[config.mk]
export PLATFORM = sky130hd
export DESIGN_NAME = alu_seq
export DESIGN_NICKNAME = d
export VERILOG_FILES = /design/src/rtl/alu_seq.sv
export SDC_FILE = /design/constraint.sdc
export NUM_CORES = 1
export LEC_CHECK = 0
export ABC_AREA = 1
export CAP_MARGIN = 15
export CORE_ASPECT_RATIO = 0.8
export CORE_MARGIN = 2
export CORE_UTILIZATION = 40
export CTS_BUF_LIST = sky130_fd_sc_hd__clkbuf_16
export DETAILED_ROUTE_END_ITERATION = 12
export PLACE_DENSITY_LB_ADDON = 0.25
export RECOVER_POWER = 50
export SETUP_SLACK_MARGIN = 0.05
export SKIP_LAST_GASP = 1
export SYNTH_ARGS = -nofsm -noshare
export SYNTH_HDL_FRONTEND = slang
export SYNTH_SLANG_ARGS = --single-unit
export TNS_END_PERCENT = 30
[constraint.sdc]
create_clock -name clk -period 6.2 [get_ports clk]
set_clock_uncertainty 0.2 [all_clocks]
set_input_delay 0.62 -clock clk [delete_from_list [all_inputs] [get_ports clk]]
set_output_delay 0.62 -clock clk [all_outputs]
set_load 0.005 [all_outputs]
[src/rtl/alu_seq.sv]
// -----------------------------------------------------------------------------
// alu_seq -- registered ALU with accumulator, registered flags, a start/done
// handshake and a multi-cycle unsigned shift-add multiplier.
//
// Ports:
//   clk      system clock, all state updates on the rising edge
//   rst_n    synchronous active-low reset
//   start    operation request, sampled only while busy = 0
//   op       operation select: ADD SUB AND OR XOR SHL SHR MUL
//   a, b     operands (WIDTH bits)
//   c_in     carry in, used by ADD only
//   use_acc  1: operand A is taken from r instead of a
//   busy     high while a MUL is in progress
//   done     one-cycle pulse when r/hi/flags hold a new result
//   r        result / accumulator (MUL: low half of the product)
//   hi       MUL high half, 0 after any other op
//   zero     result is zero (MUL: whole product is zero)
//   c_out    carry flag, meaning depends on op
//   sign     r[WIDTH-1]
//   ovf      signed overflow for ADD/SUB, 0 otherwise
// -----------------------------------------------------------------------------
module alu_seq #(
    parameter int WIDTH = 8
) (
    input  logic             clk,
    input  logic             rst_n,
    input  logic             start,
    input  logic [2:0]       op,
    input  logic [WIDTH-1:0] a,
    input  logic [WIDTH-1:0] b,
    input  logic             c_in,
    input  logic             use_acc,
    output logic             busy,
    output logic             done,
    output logic [WIDTH-1:0] r,
    output logic [WIDTH-1:0] hi,
    output logic             zero,
    output logic             c_out,
    output logic             sign,
    output logic             ovf
);

    localparam int CW = (WIDTH > 2) ? $clog2(WIDTH) : 1;

    typedef enum logic {
        IDLE = 1'b0,
        MUL  = 1'b1
    } state_t;

    typedef enum logic [2:0] {
        OP_ADD = 3'b000,
        OP_SUB = 3'b001,
        OP_AND = 3'b010,
        OP_OR  = 3'b011,
        OP_XOR = 3'b100,
        OP_SHL = 3'b101,
        OP_SHR = 3'b110,
        OP_MUL = 3'b111
    } op_t;

    // Registered state
    state_t             state;
    logic [2*WIDTH-1:0] prod;     // running product
    logic [2*WIDTH-1:0] mcand;    // multiplicand, shifted left each iteration
    logic [WIDTH-1:0]   mplier;   // multiplier, shifted right each iteration
    logic [CW-1:0]      cnt;      // iteration counter

    // Next-state values
    state_t             state_n;
    logic [2*WIDTH-1:0] prod_n;
    logic [2*WIDTH-1:0] mcand_n;
    logic [WIDTH-1:0]   mplier_n;
    logic [CW-1:0]      cnt_n;
    logic [WIDTH-1:0]   r_n;
    logic [WIDTH-1:0]   hi_n;
    logic               zero_n;
    logic               c_out_n;
    logic               sign_n;
    logic               ovf_n;
    logic               done_n;

    // Single-cycle datapath
    logic [WIDTH-1:0]   opa;
    logic [WIDTH:0]     sum_add;
    logic [WIDTH:0]     sum_sub;
    logic [WIDTH-1:0]   alu_res;
    logic               alu_c;
    logic               alu_v;

    // Multiplier step
    logic [2*WIDTH-1:0] prod_step;
    logic               mul_last;

    assign opa     = use_acc ? r : a;
    assign sum_add = {1'b0, opa} + {1'b0, b} + {{WIDTH{1'b0}}, c_in};
    // SUB as A + ~B + 1: bit WIDTH of the sum is the "no borrow" carry.
    assign sum_sub = {1'b0, opa} + {1'b0, ~b} + {{WIDTH{1'b0}}, 1'b1};

    // NOTE: every output of a combinational block gets a default first, so
    // no path through the case statements can leave a latch behind.
    always_comb begin
        alu_res = '0;
        alu_c   = 1'b0;
        alu_v   = 1'b0;
        case (op_t'(op))
            OP_ADD: begin
                alu_res = sum_add[WIDTH-1:0];
                alu_c   = sum_add[WIDTH];
                alu_v   = (opa[WIDTH-1] == b[WIDTH-1]) &&
                          (sum_add[WIDTH-1] != opa[WIDTH-1]);
            end
            OP_SUB: begin
                alu_res = sum_sub[WIDTH-1:0];
                alu_c   = sum_sub[WIDTH];
                alu_v   = (opa[WIDTH-1] != b[WIDTH-1]) &&
                          (sum_sub[WIDTH-1] != opa[WIDTH-1]);
            end
            OP_AND:  alu_res = opa & b;
            OP_OR:   alu_res = opa | b;
            OP_XOR:  alu_res = opa ^ b;
            OP_SHL: begin
                alu_res = {opa[WIDTH-2:0], 1'b0};
                alu_c   = opa[WIDTH-1];
            end
            OP_SHR: begin
                alu_res = {1'b0, opa[WIDTH-1:1]};
                alu_c   = opa[0];
            end
            default: ;
        endcase
    end

    // One shift-add iteration: add the shifted multiplicand when the current
    // multiplier bit is set. The full product never exceeds 2*WIDTH bits.
    assign prod_step = prod + (mplier[0] ? mcand : '0);
    assign mul_last  = (cnt == CW'(WIDTH - 1));

    // Next-state and output logic
    always_comb begin
        state_n  = state;
        prod_n   = prod;
        mcand_n  = mcand;
        mplier_n = mplier;
        cnt_n    = cnt;
        r_n      = r;
        hi_n     = hi;
        zero_n   = zero;
        c_out_n  = c_out;
        sign_n   = sign;
        ovf_n    = ovf;
        done_n   = 1'b0;

        case (state)
            IDLE: begin
                if (start) begin
                    if (op_t'(op) == OP_MUL) begin
                        mcand_n  = {{WIDTH{1'b0}}, opa};
                        mplier_n = b;
                        prod_n   = '0;
                        cnt_n    = '0;
                        state_n  = MUL;
                    end else begin
                        r_n     = alu_res;
                        hi_n    = '0;
                        zero_n  = (alu_res == '0);
                        c_out_n = alu_c;
                        sign_n  = alu_res[WIDTH-1];
                        ovf_n   = alu_v;
                        done_n  = 1'b1;
                    end
                end
            end
            MUL: begin
                prod_n   = prod_step;
                mcand_n  = {mcand[2*WIDTH-2:0], 1'b0};
                mplier_n = {1'b0, mplier[WIDTH-1:1]};
                cnt_n    = cnt + CW'(1);
                if (mul_last) begin
                    state_n = IDLE;
                    r_n     = prod_step[WIDTH-1:0];
                    hi_n    = prod_step[2*WIDTH-1:WIDTH];
                    zero_n  = (prod_step == '0);
                    c_out_n = (prod_step[2*WIDTH-1:WIDTH] != '0);
                    sign_n  = prod_step[WIDTH-1];
                    ovf_n   = 1'b0;
                    done_n  = 1'b1;
                end
            end
            default: state_n = IDLE;
        endcase
    end

    // State register. Reset aborts a MUL in progress without a done pulse.
    // NOTE: sequential state uses non-blocking assignments only, so every
    // register samples the values from before this edge.
    always_ff @(posedge clk) begin
        if (!rst_n) begin
            state  <= IDLE;
            prod   <= '0;
            mcand  <= '0;
            mplier <= '0;
            cnt    <= '0;
            r      <= '0;
            hi     <= '0;
            zero   <= 1'b0;
            c_out  <= 1'b0;
            sign   <= 1'b0;
            ovf    <= 1'b0;
            busy   <= 1'b0;
            done   <= 1'b0;
        end else begin
            state  <= state_n;
            prod   <= prod_n;
            mcand  <= mcand_n;
            mplier <= mplier_n;
            cnt    <= cnt_n;
            r      <= r_n;
            hi     <= hi_n;
            zero   <= zero_n;
            c_out  <= c_out_n;
            sign   <= sign_n;
            ovf    <= ovf_n;
            busy   <= (state_n == MUL);
            done   <= done_n;
        end
    end

endmodule

==> reports/results.ini <==
[worst_setup_path]
cp-end-kind = output port
required_ps = 5380
r2r_start = state$_SDFF_PN0_
critical_path_class = flop to output port
r2r_cells = 7
start_kind = flop
crit_chain = clkbuf_1 > clkdlybuf4s50_1
slowest_delay_ps = 1530
startpoint = state$_SDFF_PN0_
crit_slowest_cell = clkbuf_1
crit_fanout = 44
reg2reg_to = r[6]$_SDFFE_PN0P_
arrival_ps = 2980
reg2reg_setup_slack_ps = 2510

[place]
gp_congestion = 0.969
dp_hpwl_um = 11600
portBuffers = 45

[floorplanning]
dieArea_sq_mm = 0.0138
io_pins = 46
row_count = 36
die_h_um = 105
start_util_pct = 41.6
core-area_sq_mm = 0.0123
fp.dieW_um = 131

[worst_hold_path]
holdPathEnd = mplier[7]$_SDFFE_PN0P_
hp-start = mplier[7]$_SDFFE_PN0P_
hp-class = flop to flop
hold_depth = 2

[synth]
synth_cell_types = 36
yosys_warnings = 0
synthCells = 830
synth_top_area_share_pct = 25.0
synth_area_sq_mm = 0.00513
synth_seq_cells = 64
synth.largest_area_cell = dfxtp_1
yosysSeqAreaShare_pct = 25.0
ys_top_cells_by_area = dfxtp_1 25%, nand2_1 22%, ha_1 11%
avgSynthCellArea_sq_um = 6.18
synth_nets = 903

[timing]
slew_viol_final = 45
period_needed_ps = 3800
max_slew_margin_pct = -42.3
rsz0062_at_grt = no
max_freq_ghz = 0.263
worst_pin_slew_ps = 2130
fin_tns_setup_ps = 0
min_period_over_period_pct = 61.3
hold_viol_final = 0
hold_slack_ps = 263
setup_viol = 0

[clock_tree]
h-tree-depth = 3
cts_setup_buffers = 0
cts-resized-gates = 0
numCtsBuffers = 9
clock-sinks = 64
clock_path_buffers = 2
path_clk_slew_ps = 50
tritoncts = done
holdBufCountCts = 0
cts_root_buf = clkbuf_16
clk_latency_ps = 330

[pwr]
power.total_w = 0.00123
power.leakage_nw = 3.03
power_density_mw_per_mm2 = 206
ir_drop_v = 0.000144

[drt]
ant_nets = 0
post_drt_wl_per_cell_um = 14.8
via_count = 5358
via_per_inst = 5.17
route.detailed.drc = 0
routed_wl_um = 15300
dr.pass1.iters = 6
drtIter0Drc = 550

[cells_and_area]
syn_to_final_growth_pct = 15.9
nets = 934
final_util_pct = 48.2
fillers = 1338
drive_gt1_share_pct = 5.89
n_antenna_cell = 0

[global_route]
grt_pass1_wl_um = 25000
grtUsageTotal_pct = 23.2
grt_max_degree = 47
grt_overflow = 0
antenna_found_initial = 0
grt_pass1_vias = 4813

[flow_run]
drv_cap = 1

[status]
status = finished, violations left
violations = max-capacitance violations, max-slew violations

[area by class of cell]
type	instances	area (sq um)	share of cell area, %
clock buffer	9	225	3.79
clock inverter	7	87.6	1.47
inverter	119	447	7.51
multi-input combinational	619	3220	54.2
sequential	64	1280	21.5
tap	171	214	3.60
timing repair buffer	48	469	7.89
[state kept, by name, indices dropped and copies added, names as in the netlist]
name / flops
c_out: 1
cnt: 3
done: 1
hi: 8
mcand: 16
mplier: 8
ovf: 1
prod: 16
r: 8
state: 1
zero: 1
[power breakdown]
part	switching [W]	leakage, nW	internal [W]
combinational	0.000162	2.36	0.0000905
sequential	0.00000955	0.520	0.000424
clock	0.000191	0.150	0.000348
[critical path, delay by kind of cell (launching register included)]
| family | cells | cell delay (ps) |
|---|---|---|
| buf+inv | 2 | 2300 |
| flops | 1 | 330 |
[cells in the mapped netlist (all sizes together)]
| cell type | number |
|---|---|
| nand3b | 5 |
| o211ai | 5 |
| a31oi | 21 |
| xor2 | 5 |
| clkinv | 1 |
| nor2 | 56 |
| dfxtp | 64 |
| xnor2 | 3 |
| nor3 | 5 |
| clkbuf | 13 |
| o211a | 1 |
| a22oi | 1 |
| buf | 15 |
| o22ai | 4 |
| inv | 118 |
| a21o | 1 |
| nand3 | 56 |
| o21ai | 26 |
| nand4 | 12 |
| fa | 4 |
| nand2 | 306 |
| o21bai | 1 |
| or2 | 3 |
| nor4 | 1 |
| nor3b | 1 |
| a21oi | 57 |
| ha | 45 |
[worst max-delay path by stage]
stage                        end  slack (ps)  depth (start not counted)
2_1_floorplan  zero$_SDFFE_PN0P_        3320                         17
4_1_cts        zero$_SDFFE_PN0P_        2790                         18
3_5_place_dp   zero$_SDFFE_PN0P_        2440                         18
5_1_grt        r[6]$_SDFFE_PN0P_        2120                          7
3_3_place_gp   zero$_SDFFE_PN0P_        2490                         18
6_report                    busy        2400                          2
[routing by layer]
metal	track usage, %	share of wire (%)	vias to the layer above
li1	-	-	2709
met1	38.0	54	2434
met2	30.1	37	199
met3	4.92	8.1	16
met4	5.32	1.1	0
met5	0	0	-
[layout by cell type (no fill, tap or decap)]
master           instances
a21o_1                   1
a21oi_1                 56
a21oi_2                  1
a22oi_1                  1
a31oi_1                 21
buf_4                    2
bufinv_16                2
clkbuf_1                 1
clkbuf_16                9
clkdlybuf4s50_1         23
clkinv_1                 2
clkinv_2                 1
clkinvlp_4               2
dfxtp_1                 64
dlygate4sd3_1           22
fa_1                     4
ha_1                    45
inv_1                  108
inv_2                   11
nand2_1                295
nand2_2                 11
nand3_1                 56
nand3b_1                 5
nand4_1                 12
nor2_1                  50
nor2_2                   6
nor3_1                   5
nor3b_1                  1
nor4_1                   1
o211a_1                  1
o211ai_1                 5
o21ai_0                 23
o21ai_2                  3
o21bai_1                 1
o22ai_1                  4
or2_2                    3
xnor2_1                  3
xor2_1                   5
[through the flow]
stage	area [sq um]	cells	setup slack, ps
floorplan	5130	830	3320
global placement	5650	1021	2490
detailed placement	5650	1021	2440
CTS	5960	1037	2790
global route	5950	1037	2120
finish	5950	1037	2400
[cell families after synthesis]
kind of cell             share of synthesized area (%)
AO/OA/AOI/OAI                                     12.8
XOR/XNOR                                          1.37
adder cells (fa/ha/maj)                           12.5
buffers and inverters                             11.9
flip-flops                                        25.0
AND/OR/NAND/NOR                                   36.4
Power figures use the tool's default switching activity.
